$ cat src/rtl/dma_pkg.sv
// Shared constants for the PCIe RX read path: completion descriptor offsets, TLP codes, FSM states.
// Latency: none (package only).
// Backpressure: n/a.
package dma_pkg;
    localparam int CMQ_ADDR_LO = 75;
    localparam int CMQ_PORT_LO = 57;
    localparam int CMQ_MEM_LO  = 53;
    localparam int CMQ_LEN_LO  = 43;
    localparam int CMQ_BC_LO   = 31;
    localparam int CMQ_RID_LO  = 15;
    localparam int CMQ_TAG_LO  = 7;
    localparam int CMQ_ADW_LO  = 2;

    localparam logic [4:0] TLP_TYPE_MRD   = 5'b00000;
    localparam logic [4:0] TLP_TYPE_MRDLK = 5'b00001;

    localparam int BAR0_IDX = 0;
    localparam int BAR2_IDX = 2;
    // The 4-bit memory field sits directly above the 2-bit if_select field.
    localparam int BAR_FLD_OFS = 2;
    localparam logic [3:0] BAR2_MEM_BASE = 4'd2;

    typedef enum logic [1:0] {
        ST_HDR1 = 2'd0,
        ST_HDR2 = 2'd1,
        ST_SKIP = 2'd2
    } rx_state_e;

    function automatic logic [3:0] bar_mem_sel(input logic bar0, input logic [3:0] fld);
        return bar0 ? fld : fld + BAR2_MEM_BASE;
    endfunction
endpackage

$ cat src/rtl/pcie_byte_count.sv
// Completion byte count and lower address from the first/last byte enables and DW length.
// Latency: combinational.
// Backpressure: none.
module pcie_byte_count (
    input  logic [3:0]  first_be_i,
    input  logic [3:0]  last_be_i,
    input  logic [9:0]  len_i,
    output logic [11:0] byte_count_o,
    output logic [1:0]  low_addr_o
);
    logic [1:0] first_adj;
    logic [1:0] last_adj;

    always_comb begin
        casez (first_be_i)
            4'b???1: first_adj = 2'd0;
            4'b??10: first_adj = 2'd1;
            4'b?100: first_adj = 2'd2;
            4'b1000: first_adj = 2'd3;
            default: first_adj = 2'd0;
        endcase
        casez (last_be_i)
            4'b1???: last_adj = 2'd0;
            4'b01??: last_adj = 2'd1;
            4'b001?: last_adj = 2'd2;
            4'b0001: last_adj = 2'd3;
            default: last_adj = 2'd0;
        endcase
        low_addr_o = first_adj;
        if (last_be_i == 4'b0000) begin
            casez (first_be_i)
                4'b1??1:                   byte_count_o = 12'd4;
                4'b01?1, 4'b1?10:          byte_count_o = 12'd3;
                4'b0011, 4'b0110, 4'b1100: byte_count_o = 12'd2;
                default:                   byte_count_o = 12'd1;
            endcase
        end else begin
            // len 0 encodes 1024 DW; the 12-bit result wraps 4096 to 0 as the field requires.
            byte_count_o = {len_i, 2'b00} - {10'd0, first_adj} - {10'd0, last_adj};
        end
    end
endmodule

$ cat src/rtl/pcie_rx_rd_mp.sv
// Decodes MRd TLPs from the TRN RX stream into one completion descriptor per read, steered to a per-port queue.
// Latency: write strobe and stats two clocks after the edge that samples header beat 2.
// Backpressure: almost-full queue drops the read (drop stat); trn_rnp_ok_n throttles the core when any queue is almost full.
module pcie_rx_rd_mp
    import dma_pkg::*;
#(
    parameter int NUM_PORTS     = 4,
    parameter int MEM_ADDR_BITS = 18,
    parameter int CM_Q_WIDTH    = 75 + MEM_ADDR_BITS,
    parameter int IF_SEL_LO     = 20
) (
    input  logic                  pcie_clk,
    input  logic                  rst,
    input  logic [63:0]           trn_rd,
    input  logic [7:0]            trn_rrem_n,
    input  logic                  trn_rsof_n,
    input  logic                  trn_reof_n,
    input  logic                  trn_rsrc_rdy_n,
    input  logic                  trn_rerrfwd_n,
    input  logic [6:0]            trn_rbar_hit_n,
    output logic                  trn_rnp_ok_n,
    output logic [NUM_PORTS-1:0]  cm_q_wr_en,
    output logic [CM_Q_WIDTH-1:0] cm_q_data,
    input  logic [NUM_PORTS-1:0]  cm_q_almost_full,
    output logic                  stat_pcie_rx_rd_cnt_inc,
    output logic                  stat_pcie_rx_rd_drop_inc,
    output logic                  stat_pcie_rx_rd_ur_inc
);
    localparam int BAR_LO  = IF_SEL_LO + BAR_FLD_OFS;
    localparam int ADDR_HI = BAR_LO + 3;

    logic [62:0] rd_q;
    logic        sof_q, eof_q, vld_q, err_q, bar0_q, bar2_q;
    logic [7:0]  rrem_unused_q;
    logic [5:0]  in_unused;
    assign in_unused = {trn_rd[63], trn_rbar_hit_n[6:3], trn_rbar_hit_n[1]};

    always_ff @(posedge pcie_clk) begin
        if (rst) begin
            rd_q          <= '0;
            sof_q         <= 1'b0;
            eof_q         <= 1'b0;
            vld_q         <= 1'b0;
            err_q         <= 1'b0;
            bar0_q        <= 1'b0;
            bar2_q        <= 1'b0;
            rrem_unused_q <= '0;
        end else begin
            rd_q          <= trn_rd[62:0];
            sof_q         <= ~trn_rsof_n;
            eof_q         <= ~trn_reof_n;
            vld_q         <= ~trn_rsrc_rdy_n;
            err_q         <= ~trn_rerrfwd_n;
            bar0_q        <= ~trn_rbar_hit_n[BAR0_IDX];
            bar2_q        <= ~trn_rbar_hit_n[BAR2_IDX];
            rrem_unused_q <= trn_rrem_n;
        end
    end

    rx_state_e state_q, state_d;
    logic      hdr_ld, req_ld;
    logic      h_4dw_q, h_rd_q, h_lk_q;
    logic [9:0]  h_len_q;
    logic [15:0] h_rid_q;
    logic [7:0]  h_tag_q;
    logic [3:0]  h_fbe_q, h_lbe_q;
    logic        hdr_is_rd, hdr_is_lk;
    logic [ADDR_HI:2] beat_addr;
    logic [3:0]  af_ext;

    assign hdr_is_rd = !rd_q[62] && (rd_q[60:56] == TLP_TYPE_MRD);
    assign hdr_is_lk = !rd_q[62] && (rd_q[60:56] == TLP_TYPE_MRDLK);
    assign beat_addr = h_4dw_q ? rd_q[ADDR_HI:2] : rd_q[32+ADDR_HI:34];
    assign af_ext    = 4'(cm_q_almost_full);

    always_comb begin
        state_d = state_q;
        hdr_ld  = 1'b0;
        req_ld  = 1'b0;
        case (state_q)
            ST_HDR1: if (vld_q && sof_q) begin
                if (!err_q) begin
                    hdr_ld  = 1'b1;
                    state_d = ST_HDR2;
                end else if (!eof_q) begin
                    state_d = ST_SKIP;
                end
            end
            ST_HDR2: if (vld_q) begin
                req_ld  = !err_q && (h_rd_q || h_lk_q);
                state_d = eof_q ? ST_HDR1 : ST_SKIP;
            end
            ST_SKIP: if (vld_q && eof_q) state_d = ST_HDR1;
            default: state_d = ST_HDR1;
        endcase
    end

    logic             req_vld_q, req_lk_q, req_hit0_q, req_hit2_q, req_af_q;
    logic [ADDR_HI:2] req_addr_q;

    always_ff @(posedge pcie_clk) begin
        if (rst) begin
            state_q    <= ST_HDR1;
            h_4dw_q    <= 1'b0;
            h_rd_q     <= 1'b0;
            h_lk_q     <= 1'b0;
            h_len_q    <= '0;
            h_rid_q    <= '0;
            h_tag_q    <= '0;
            h_fbe_q    <= '0;
            h_lbe_q    <= '0;
            req_vld_q  <= 1'b0;
            req_lk_q   <= 1'b0;
            req_hit0_q <= 1'b0;
            req_hit2_q <= 1'b0;
            req_af_q   <= 1'b0;
            req_addr_q <= '0;
        end else begin
            state_q   <= state_d;
            req_vld_q <= req_ld;
            if (hdr_ld) begin
                h_4dw_q <= rd_q[61];
                h_rd_q  <= hdr_is_rd;
                h_lk_q  <= hdr_is_lk;
                h_len_q <= rd_q[41:32];
                h_rid_q <= rd_q[31:16];
                h_tag_q <= rd_q[15:8];
                h_lbe_q <= rd_q[7:4];
                h_fbe_q <= rd_q[3:0];
            end
            if (req_ld) begin
                req_lk_q   <= h_lk_q;
                req_hit0_q <= bar0_q;
                req_hit2_q <= bar2_q;
                req_af_q   <= af_ext[beat_addr[IF_SEL_LO+1:IF_SEL_LO]];
                req_addr_q <= beat_addr;
            end
        end
    end

    logic [1:0]  req_port, low_addr;
    logic [3:0]  req_mem, wr_onehot;
    logic [11:0] byte_count;
    logic        port_ok, do_wr, do_drop, do_ur;
    logic [CM_Q_WIDTH-1:0] desc_d;

    pcie_byte_count u_byte_count (
        .first_be_i   (h_fbe_q),
        .last_be_i    (h_lbe_q),
        .len_i        (h_len_q),
        .byte_count_o (byte_count),
        .low_addr_o   (low_addr)
    );

    assign req_port  = req_addr_q[IF_SEL_LO+1:IF_SEL_LO];
    assign req_mem   = bar_mem_sel(req_hit0_q, req_addr_q[ADDR_HI:BAR_LO]);
    assign port_ok   = int'(req_port) < NUM_PORTS;
    assign wr_onehot = 4'b0001 << req_port;

    // Header regs stay valid here: a new head can only load on the same edge these results register.
    always_comb begin
        do_wr   = 1'b0;
        do_drop = 1'b0;
        do_ur   = 1'b0;
        if (req_vld_q) begin
            if (req_lk_q || !(req_hit0_q || req_hit2_q) || !port_ok) do_ur = 1'b1;
            else if (req_af_q) do_drop = 1'b1;
            else do_wr = 1'b1;
        end
        desc_d = '0;
        desc_d[CMQ_ADDR_LO +: MEM_ADDR_BITS] = req_addr_q[MEM_ADDR_BITS+1:2];
        desc_d[CMQ_PORT_LO +: 2]  = req_port;
        desc_d[CMQ_MEM_LO  +: 4]  = req_mem;
        desc_d[CMQ_LEN_LO  +: 10] = h_len_q;
        desc_d[CMQ_BC_LO   +: 12] = byte_count;
        desc_d[CMQ_RID_LO  +: 16] = h_rid_q;
        desc_d[CMQ_TAG_LO  +: 8]  = h_tag_q;
        desc_d[CMQ_ADW_LO  +: 5]  = req_addr_q[6:2];
        desc_d[1:0]               = low_addr;
    end

    always_ff @(posedge pcie_clk) begin
        if (rst) begin
            cm_q_wr_en               <= '0;
            cm_q_data                <= '0;
            stat_pcie_rx_rd_cnt_inc  <= 1'b0;
            stat_pcie_rx_rd_drop_inc <= 1'b0;
            stat_pcie_rx_rd_ur_inc   <= 1'b0;
            trn_rnp_ok_n             <= 1'b1;
        end else begin
            cm_q_wr_en               <= do_wr ? wr_onehot[NUM_PORTS-1:0] : '0;
            if (do_wr) cm_q_data     <= desc_d;
            stat_pcie_rx_rd_cnt_inc  <= do_wr;
            stat_pcie_rx_rd_drop_inc <= do_drop;
            stat_pcie_rx_rd_ur_inc   <= do_ur;
            trn_rnp_ok_n             <= |cm_q_almost_full;
        end
    end
endmodule
$ cat config.mk
export PLATFORM = sky130hd
export DESIGN_NAME = pcie_rx_rd_mp
export DESIGN_NICKNAME = d
export VERILOG_FILES = /design/src/rtl/dma_pkg.sv /design/src/rtl/pcie_byte_count.sv /design/src/rtl/pcie_rx_rd_mp.sv
export SDC_FILE = /design/constraint.sdc
export NUM_CORES = 1
export LEC_CHECK = 0
export CORE_MARGIN = 8
export CORE_UTILIZATION = 60
export DETAILED_ROUTE_END_ITERATION = 7
export DONT_BUFFER_PORTS = 1
export GPL_ROUTABILITY_DRIVEN = 0
export PLACE_DENSITY = 0.72
export SYNTH_ARGS = -nofsm -noshare
export SYNTH_HDL_FRONTEND = slang
export SYNTH_HIERARCHICAL = 1
export SYNTH_SLANG_ARGS = --single-unit
$ cat constraint.sdc
create_clock -name pcie_clk -period 2.95 [get_ports pcie_clk]
set_clock_uncertainty 0.05 [all_clocks]
set_input_delay 0.1475 -clock pcie_clk [delete_from_list [all_inputs] [get_ports pcie_clk]]
set_output_delay 0.1475 -clock pcie_clk [all_outputs]
set_load 0.02 [all_outputs]
==> metrics.md, run 1 <==
| Metric | Value |
|---|---|
| Largest net degree at the start of global routing | `138` |
| Dominant synthesized flop cell | `dfxtp_1` |
| DR pass1 iterations | `5` |
| CP endpoint kind | `flip-flop` |
| Most common cell in the netlist | `nand2_1` |
| Cell area after layout | `10340 um2` |
| Top-area cell type share of the netlist area | `54.39%` |
| Die area | `17820 um2` |
| Met2 wire len | `11500 um` |
| Input/output buffers | `0` |
| Synthesis-to-layout area growth | `24.91%` |
| Count of final setup violators | `0` |
| Worst path max stage delay | `0.56 ns` |
| Via count | `6518` |
| Share of post-route cells with drive strength above 1 | `7.805%` |
| Worst VDD drop | `0.4911 mV` |
| LEAKAGE | `3.788 nW` |
| Post-Route WL | `21580 um` |
| Final worst-path cycle share | `93.98%` |
| Worst Path Required | `3.33 ns` |
| Fmax | `360.7 MHz` |
| Detailed Place HPWL | `12180 um` |
| Pwr/cell area | `594.7 nW/um2` |
| Crit-path max FO | `7` |
| Post CTS Setup Buffer Count | `0` |
| # H-tree levels | `1` |
| Clock Latency Late Sink | `0.49 ns` |
| Mapped Area | `8282 um2` |
| Unique masters post-synth | `52` |
| Nets | `1107` |
| Status | `complete, no violations` |
| DR iter-0 viols | `393` |
| Synth top cells by count | `nand2_1, dfxtp_1, a21oi_1` |
| CP Class | `reg2reg` |
| Total CTS buffers | `23` |
| Sequential share of the synthesized area | `54.39%` |
| Tmin final | `2.772 ns` |
| Io pins | `190` |
| Slowest cell on the critical path | `dlygate4sd3_1` |
| Post-Syn Area per Cell | `9.141 um2` |
| FFs w/ async S/R, synth | `0%` |
| GRT Total Usage | `23.19%` |
| Slew margin rel. | `42.20%` |
| Post-synth EDFFs | `0` |
| Met3 routed WL | `1480 um` |
| Initial antenna violation count | `7` |
| DRC errors left | `0` |
| CP Data Arrival Time | `3.15 ns` |
| Post-DR vias/cell | `5.391` |
| CP delay by family, top | `buffers and inverters` |
| Synth Register Bits | `225` |
| Die X-Extent | `133.5 um` |
| Root Driver | `clkbuf_16` |
| Worst-path cell chain | `nor2_1, nor3_1, ha_1, inv_1, ha_1, a211o_1, xor2_1, nor2_1, nand2_1, a21oi_1, dlygate4sd3_1` |
| Grt ovf | `0` |
| CORE AREA | `13670 um2` |
| Power, Total | `0.006152 W` |
| Die height | `133.5 um` |
| Num rows | `43` |
| CTS clk-pin slew, worst paths | `0.06 ns` |
| Clock sinks | `225` |
| Largest cells by area after synthesis | `dfxtp_1, nand2_1, a21oi_1, nor2b_1, a211oi_2` |
| Vias in the first global route | `6729` |
| DR WL/cell | `17.85 um` |
| Area leader, netlist | `dfxtp_1` |
| Synth warnings | `6` |
| Antenna Nets Post-Route | `0` |
| Max cap viols | `0` |
| Hold WC Path Type | `in2reg` |
| Initial core utilization | `60.60%` |
| DP Area | `8173 um2` |
| Metal1 wirelength | `7935 um` |
| RSZ-0062 raised after global routing | `true` |
| Setup crit start kind | `flip-flop` |
| Maximum clock path buffer count | `3` |
| Post-Syn Instances | `906` |
| Setup TNS | `0 ns` |
| Highest routed metal layer | `met5` |
| Worst-margin pin slew | `0.8671 ns` |
| Slew Viols, Final | `0` |
| Hold violation count in the final report | `0` |
| CTS tree | `built` |
| First-pass GRT wire length | `34020 um` |
| Bufs and invs on worst path | `2` |
==> power by group <==
part	leakage (nW)	internal, W	switching, W	total, W
clock	0.347	0.00164	0.00111	0.00275
sequential	1.83	0.00310	0.0000357	0.00313
combinational	1.61	0.000136	0.000130	0.000266
==> per-layer routing <==
metal  vias to the layer above  track usage (%)
met2                       223            44.04
met5                         -                0
li1                       3158                -
met4                         6            7.611
met1                      3083            23.63
met3                        48            6.777
==> per-stage QoR <==
stage	hold WS [ns]	setup WS, ns	std cells	util [%]
floorplan	0.1642	0.3191	921	-
global placement	0.1693	0.3267	1025	59.81
detailed placement	0.1674	0.2134	1025	59.81
CTS	0.08532	0.09088	1205	75.53
global route	0.1242	-0.01999	1209	75.70
finish	0.09309	0.1776	1209	75.70
==> logic make-up after synthesis <==
kind of cell / Yosys count / synth area share, %
adders and majority gates: 6 / 0.9971
muxes: 31 / 3.943
DFF: 225 / 54.39
other: 1 / 0.04528
and+or+nand+nor: 382 / 21.00
buffers and inverters: 88 / 6.134
xor gates and xnor gates: 5 / 0.5289
AOI/OAI and AO/OA: 168 / 12.96
==> sequential cells by signal (all words and copies together), names as in the netlist, 2 cells and up <==
| signal | flops |
|---|---|
| h_lbe_q | 4 |
| cm_q_wr_en | 4 |
| rd_q | 63 |
| h_fbe_q | 4 |
| cm_q_data | 72 |
| h_len_q | 10 |
| state_q | 2 |
| h_rid_q | 16 |
| h_tag_q | 8 |
| req_addr_q | 24 |
==> what timing repair did <==
action / CTS / global route
hold buffers: 142 / 0
hold endpoints to repair: 225 / 0
resized for setup: 0 / 4
setup endpoints to repair: 0 / 7
==> cells in the final DEF (no fill, tap or decap), types with 3 or more instances in the layout <==
cell / n
mux2i_1: 29
or4_1: 4
nor2b_1: 66
o21ai_0: 4
dfxtp_1: 223
o31ai_1: 3
a21oi_1: 123
diode_2: 4
nand3b_1: 3
xnor2_1: 3
conb_1: 16
dlygate4sd3_1: 141
inv_1: 5
clkbuf_16: 23
ha_1: 5
nor3_1: 4
nand2_1: 234
nor2_1: 45
a211oi_2: 24
clkbuf_8: 5
buf_4: 4
clkbuf_1: 8
buf_12: 3
or2_2: 3
==> worst register-to-register path, delay by kind of cell (launching register included) <==
family	cells	cell delay (ns)
buffers and inverters	2	0.63
XOR/XNOR	1	0.17
AND/OR/NAND/NOR	4	0.41
flip-flops	1	0.41
adder cells (fa/ha/maj)	2	0.51
AO/OA/AOI/OAI	2	0.51
==> path summary, 6_finish.rpt <==
path	endpoint	slack, ns	startpoint	cells after the start
worst max register to register	cm_q_data[35]	0.18	h_lbe_q[0]	11
worst min-delay path	rd_q[9]	0.09	rst	2
worst min register to register	h_len_q[5]	0.41	rd_q[37]	2
worst max-delay path	cm_q_data[35]	0.18	h_lbe_q[0]	11
==> area by class of cell <==
type                            count  area, um2
Sequential cell                   225       4507
Multi-Input combinational cell    608       3346
Fill cell                         919       3321
Timing Repair Buffer              149       1529
Clock buffer                       36      674.4
Tap cell                          180      225.2
Clock inverter                      2      35.03
Inverter                            5      18.77
Antenna cell                        4      10.01
Note: power is estimated with default switching activity, not from simulation.
==> run 2, diff against run 1 <==
--- a/config.mk
+++ b/config.mk
@@ -5,12 +5,13 @@
 export SDC_FILE = /design/constraint.sdc
 export NUM_CORES = 1
 export LEC_CHECK = 0
+export ABC_AREA = 1
 export CORE_MARGIN = 8
-export CORE_UTILIZATION = 60
+export CORE_UTILIZATION = 55
 export DETAILED_ROUTE_END_ITERATION = 7
 export DONT_BUFFER_PORTS = 1
 export GPL_ROUTABILITY_DRIVEN = 0
-export PLACE_DENSITY = 0.72
+export PLACE_DENSITY = 0.66
 export SYNTH_ARGS = -nofsm -noshare
 export SYNTH_HDL_FRONTEND = slang
 export SYNTH_HIERARCHICAL = 1
==> run 2 against run 1 <==
Net effect:
- register-to-register slack improved by 0.17 ns
- area after synthesis increased by 5.5%
- non-clock buffer count decreased by 62
- final area decreased by 2.2%
- clock-buffer cell count increased by 2
- sequential cell count unchanged
- via count increased by 3.9%
- global-route usage decreased by 2.2 points
==> metrics.md, run 2 <==
| Metric | Value |
|---|---|
| Tmin final | `2.601 ns (was 2.772 ns)` |
| DR WL/cell | `15.25 um (was 17.85 um)` |
| Post-synth EDFFs | `0 (unchanged)` |
| Fmax | `384.5 MHz (was 360.7 MHz)` |
| Maximum clock path buffer count | `3 (unchanged)` |
| Synth top cells by count | `nor2_1, dfxtp_1, inv_1 (was nand2_1, dfxtp_1, a21oi_1)` |
| Post-Route WL | `21190 um (was 21580 um)` |
| Fin worst setup slack | `0.3495 ns (was 0.1776 ns)` |
| Worst Path Required | `3.29 ns (was 3.33 ns)` |
| Hold violation count in the final report | `0 (unchanged)` |
| Unique masters post-synth | `38 (was 52)` |
| Root Driver | `clkbuf_16 (unchanged)` |
| Share of post-route cells with drive strength above 1 | `11.25% (was 7.805%)` |
| Setup crit start kind | `flip-flop (unchanged)` |
| Worst path max stage delay | `0.43 ns (was 0.56 ns)` |
| Top-area cell type share of the netlist area | `51.55% (was 54.39%)` |
| CP Data Arrival Time | `2.94 ns (was 3.15 ns)` |
| Multi-input gate area in the final layout | `3274 um2 (was 3346 um2)` |
| First-pass GRT wire length | `34500 um (was 34020 um)` |
| Via count | `6774 (was 6518)` |
| Die height | `142.0 um (was 133.5 um)` |
| Num rows | `46 (was 43)` |
| Mapped Area | `8738 um2 (was 8282 um2)` |
| CTS tree | `built (unchanged)` |
| Area leader, netlist | `dfxtp_1 (unchanged)` |
| GRT Total Usage | `21.00% (was 23.19%)` |
| Power, Total | `0.006349 W (was 0.006152 W)` |
| Hold WC Path Type | `in2reg (unchanged)` |
| Input/output buffers | `0 (unchanged)` |
| Dominant synthesized flop cell | `dfxtp_1 (unchanged)` |
| FFs w/ async S/R, synth | `0% (unchanged)` |
| Worst-path cell chain | `inv_1, a211oi_1, ha_1, inv_1, ha_1, inv_1, fa_1, or2_2, nand3_1, inv_1, nor2_2, nor2_1 (was nor2_1, nor3_1, ha_1, inv_1, ha_1, a211o_1, xor2_1, nor2_1, nand2_1, a21oi_1, dlygate4sd3_1)` |
| Status | `complete, no violations (unchanged)` |
| CP endpoint kind | `flip-flop (unchanged)` |
| Max reg flops | `72 (unchanged)` |
| Crit-path max FO | `5 (was 7)` |
| Worst Hold Path Cells | `2 (unchanged)` |
| Post-layout util | `64.39% (was 75.70%)` |
| Max cap viols | `0 (unchanged)` |
| Count of final setup violators | `0 (unchanged)` |
| Die area | `20180 um2 (was 17820 um2)` |
| Slew Viols, Final | `0 (unchanged)` |
| Io pins | `190 (unchanged)` |
| Clock Latency Late Sink | `0.51 ns (was 0.49 ns)` |
| DR iter-0 viols | `362 (was 393)` |
| Worst Reg-to-Reg Cells | `12 (was 11)` |
| Most common cell in the netlist | `nor2_1 (was nand2_1)` |
| CP Class | `reg2reg (unchanged)` |
| Final worst-path cycle share | `88.15% (was 93.98%)` |
| RSZ-0062 raised after global routing | `false (was true)` |
| Post-Syn Area per Cell | `7.865 um2 (was 9.141 um2)` |
| Ant diodes | `0 (was 4)` |
| Most common cell after layout, fill and taps aside | `nor2_1 (was nand2_1)` |
| DRC errors left | `0 (unchanged)` |
| R2R Path Start | `h_fbe_q[3] (was h_lbe_q[0])` |
| R2R setup slack | `0.35 ns (was 0.18 ns)` |
| Antenna Nets Post-Route | `0 (unchanged)` |
| Worst r2r dst | `cm_q_data[34] (was cm_q_data[35])` |
| Worst hold path startpoint | `rst (unchanged)` |
| Initial antenna violation count | `0 (was 7)` |
| Die X-Extent | `142.0 um (was 133.5 um)` |
| CORE AREA | `15710 um2 (was 13670 um2)` |
| Detailed Place HPWL | `13100 um (was 12180 um)` |
| Placed Cells | `1268 (was 1025)` |
| Slew margin rel. | `47.60% (was 42.20%)` |
| Pre-CTS WS | `0.3770 ns (was 0.2134 ns)` |
| Reg area | `4504 um2 (was 4507 um2)` |
| Finished Layout Cells | `1389 (was 1209)` |
| Most frequent CP cell | `inv_1` |
| # H-tree levels | `1 (unchanged)` |
| Synth warnings | `6 (unchanged)` |
| Pwr/cell area | `627.5 nW/um2 (was 594.7 nW/um2)` |
| Clock sinks | `225 (unchanged)` |
| Nets | `1253 (was 1107)` |
| DR pass1 iterations | `5 (unchanged)` |
| LEAKAGE | `4.714 nW (was 3.788 nW)` |
| Slowest cell on the critical path | `fa_1 (was dlygate4sd3_1)` |
| Biggest regs | `cm_q_data (72), rd_q (63), req_addr_q (24) (unchanged)` |
| Initial core utilization | `55.61% (was 60.60%)` |
| Crit path launch | `h_fbe_q[3] (was h_lbe_q[0])` |
| Synth Register Bits | `225 (unchanged)` |
| Synthesis-to-layout area growth | `15.78% (was 24.91%)` |
| Vias in the first global route | `6605 (was 6729)` |
| Total CTS buffers | `23 (unchanged)` |
| Post-Syn Instances | `1111 (was 906)` |
| Worst VDD drop | `0.4070 mV (was 0.4911 mV)` |
| Post-DR vias/cell | `4.877 (was 5.391)` |
| CTS clk-pin slew, worst paths | `0.06 ns (about the same)` |
| Fillers | `1360 (was 919)` |
| Setup TNS | `0 ns (unchanged)` |
| Worst-margin pin slew | `0.7860 ns (was 0.8671 ns)` |
| Most frequent cells in the layout | `nor2_1, dfxtp_1, inv_1, o21ai_1, nand2_1 (was nand2_1, dfxtp_1, dlygate4sd3_1, a21oi_1, nor2b_1)` |
| Grt ovf | `0 (unchanged)` |
| Largest cells by area after synthesis | `dfxtp_1, nor2_1, o21ai_1, nor2_2, inv_1 (was dfxtp_1, nand2_1, a21oi_1, nor2b_1, a211oi_2)` |
| Hold EP | `err_q (was rd_q[9])` |
| Largest Register | `cm_q_data (unchanged)` |
| Sequential share of the synthesized area | `51.55% (was 54.39%)` |
| Largest net degree at the start of global routing | `78 (was 138)` |
[run 2: kinds of logic after synthesis]
| family | share of synthesized area (%) |
|---|---|
| AOI/OAI and AO/OA | 10.75 |
| xor gates and xnor gates | 0.2005 |
| adders and majority gates | 0.9450 |
| buffers and inverters | 11.63 |
| DFF | 51.55 |
| other | 0.04291 |
| and+or+nand+nor | 24.89 |
[run 2: critical path: cells and delay by family, from the launching register on]
kind,cells,cell delay [ns]
buf+inv,4,0.23
flops,1,0.40
fa+ha+maj,3,0.89
simple gates,4,0.52
compound gates,1,0.41
[run 2: through the flow]
stage / hold WS [ns] / cell area, um2
2_1_floorplan: 0.1642 / 8795
3_3_place_gp: 0.1667 / 8568
3_5_place_dp: 0.1665 / 8568
4_1_cts: 0.1847 / 10120
5_1_grt: 0.1956 / 10120
6_report: 0.2026 / 10120
[run 2: what timing repair did]
action | 4_1_cts | 5_1_grt
resized for setup | 0 | 0
hold buffers | 81 | 0
endpoints found under the hold margin | 80 | 0
setup buffers | 0 | 0
[run 2: layout make-up]
type,count,area share [%]
clock buffer,38,6.740
timing repair buffer,87,8.880
inverter,115,4.440
tap,216,2.671
multi-input combinational,706,32.36
sequential,225,44.52
clock inverter,2,0.3834
[run 2: how the worst max path moves through the flow]
| stage | endpoint | slack, ns | depth (start not counted) |
|---|---|---|---|
| after detailed placement | cm_q_data[34] | 0.38 | 12 |
| after global routing | cm_q_data[34] | 0.14 | 12 |
| after global placement | cm_q_data[34] | 0.44 | 12 |
| after CTS | cm_q_data[34] | 0.36 | 12 |
| final | cm_q_data[34] | 0.35 | 12 |
| after floorplan | cm_q_data[34] | 0.58 | 12 |
[run 2: power by group]
group	total [W]	internal (W)	switching [W]
Combinational	0.000404	0.000168	0.000235
Clock	0.00279	0.00165	0.00114
Sequential	0.00315	0.00311	0.0000439
[run 2: routing by layer]
layer / track usage [%] / part of all wire, % / wire (um) / up-vias
li1: - / - / - / 3485
met1: 25.61 / 43 / 9191 / 3076
met2: 36.22 / 48 / 10230 / 177
met3: 4.327 / 6.0 / 1262 / 36
met4: 6.783 / 2.4 / 504 / 0
met5: 0 / 0 / 0 / -
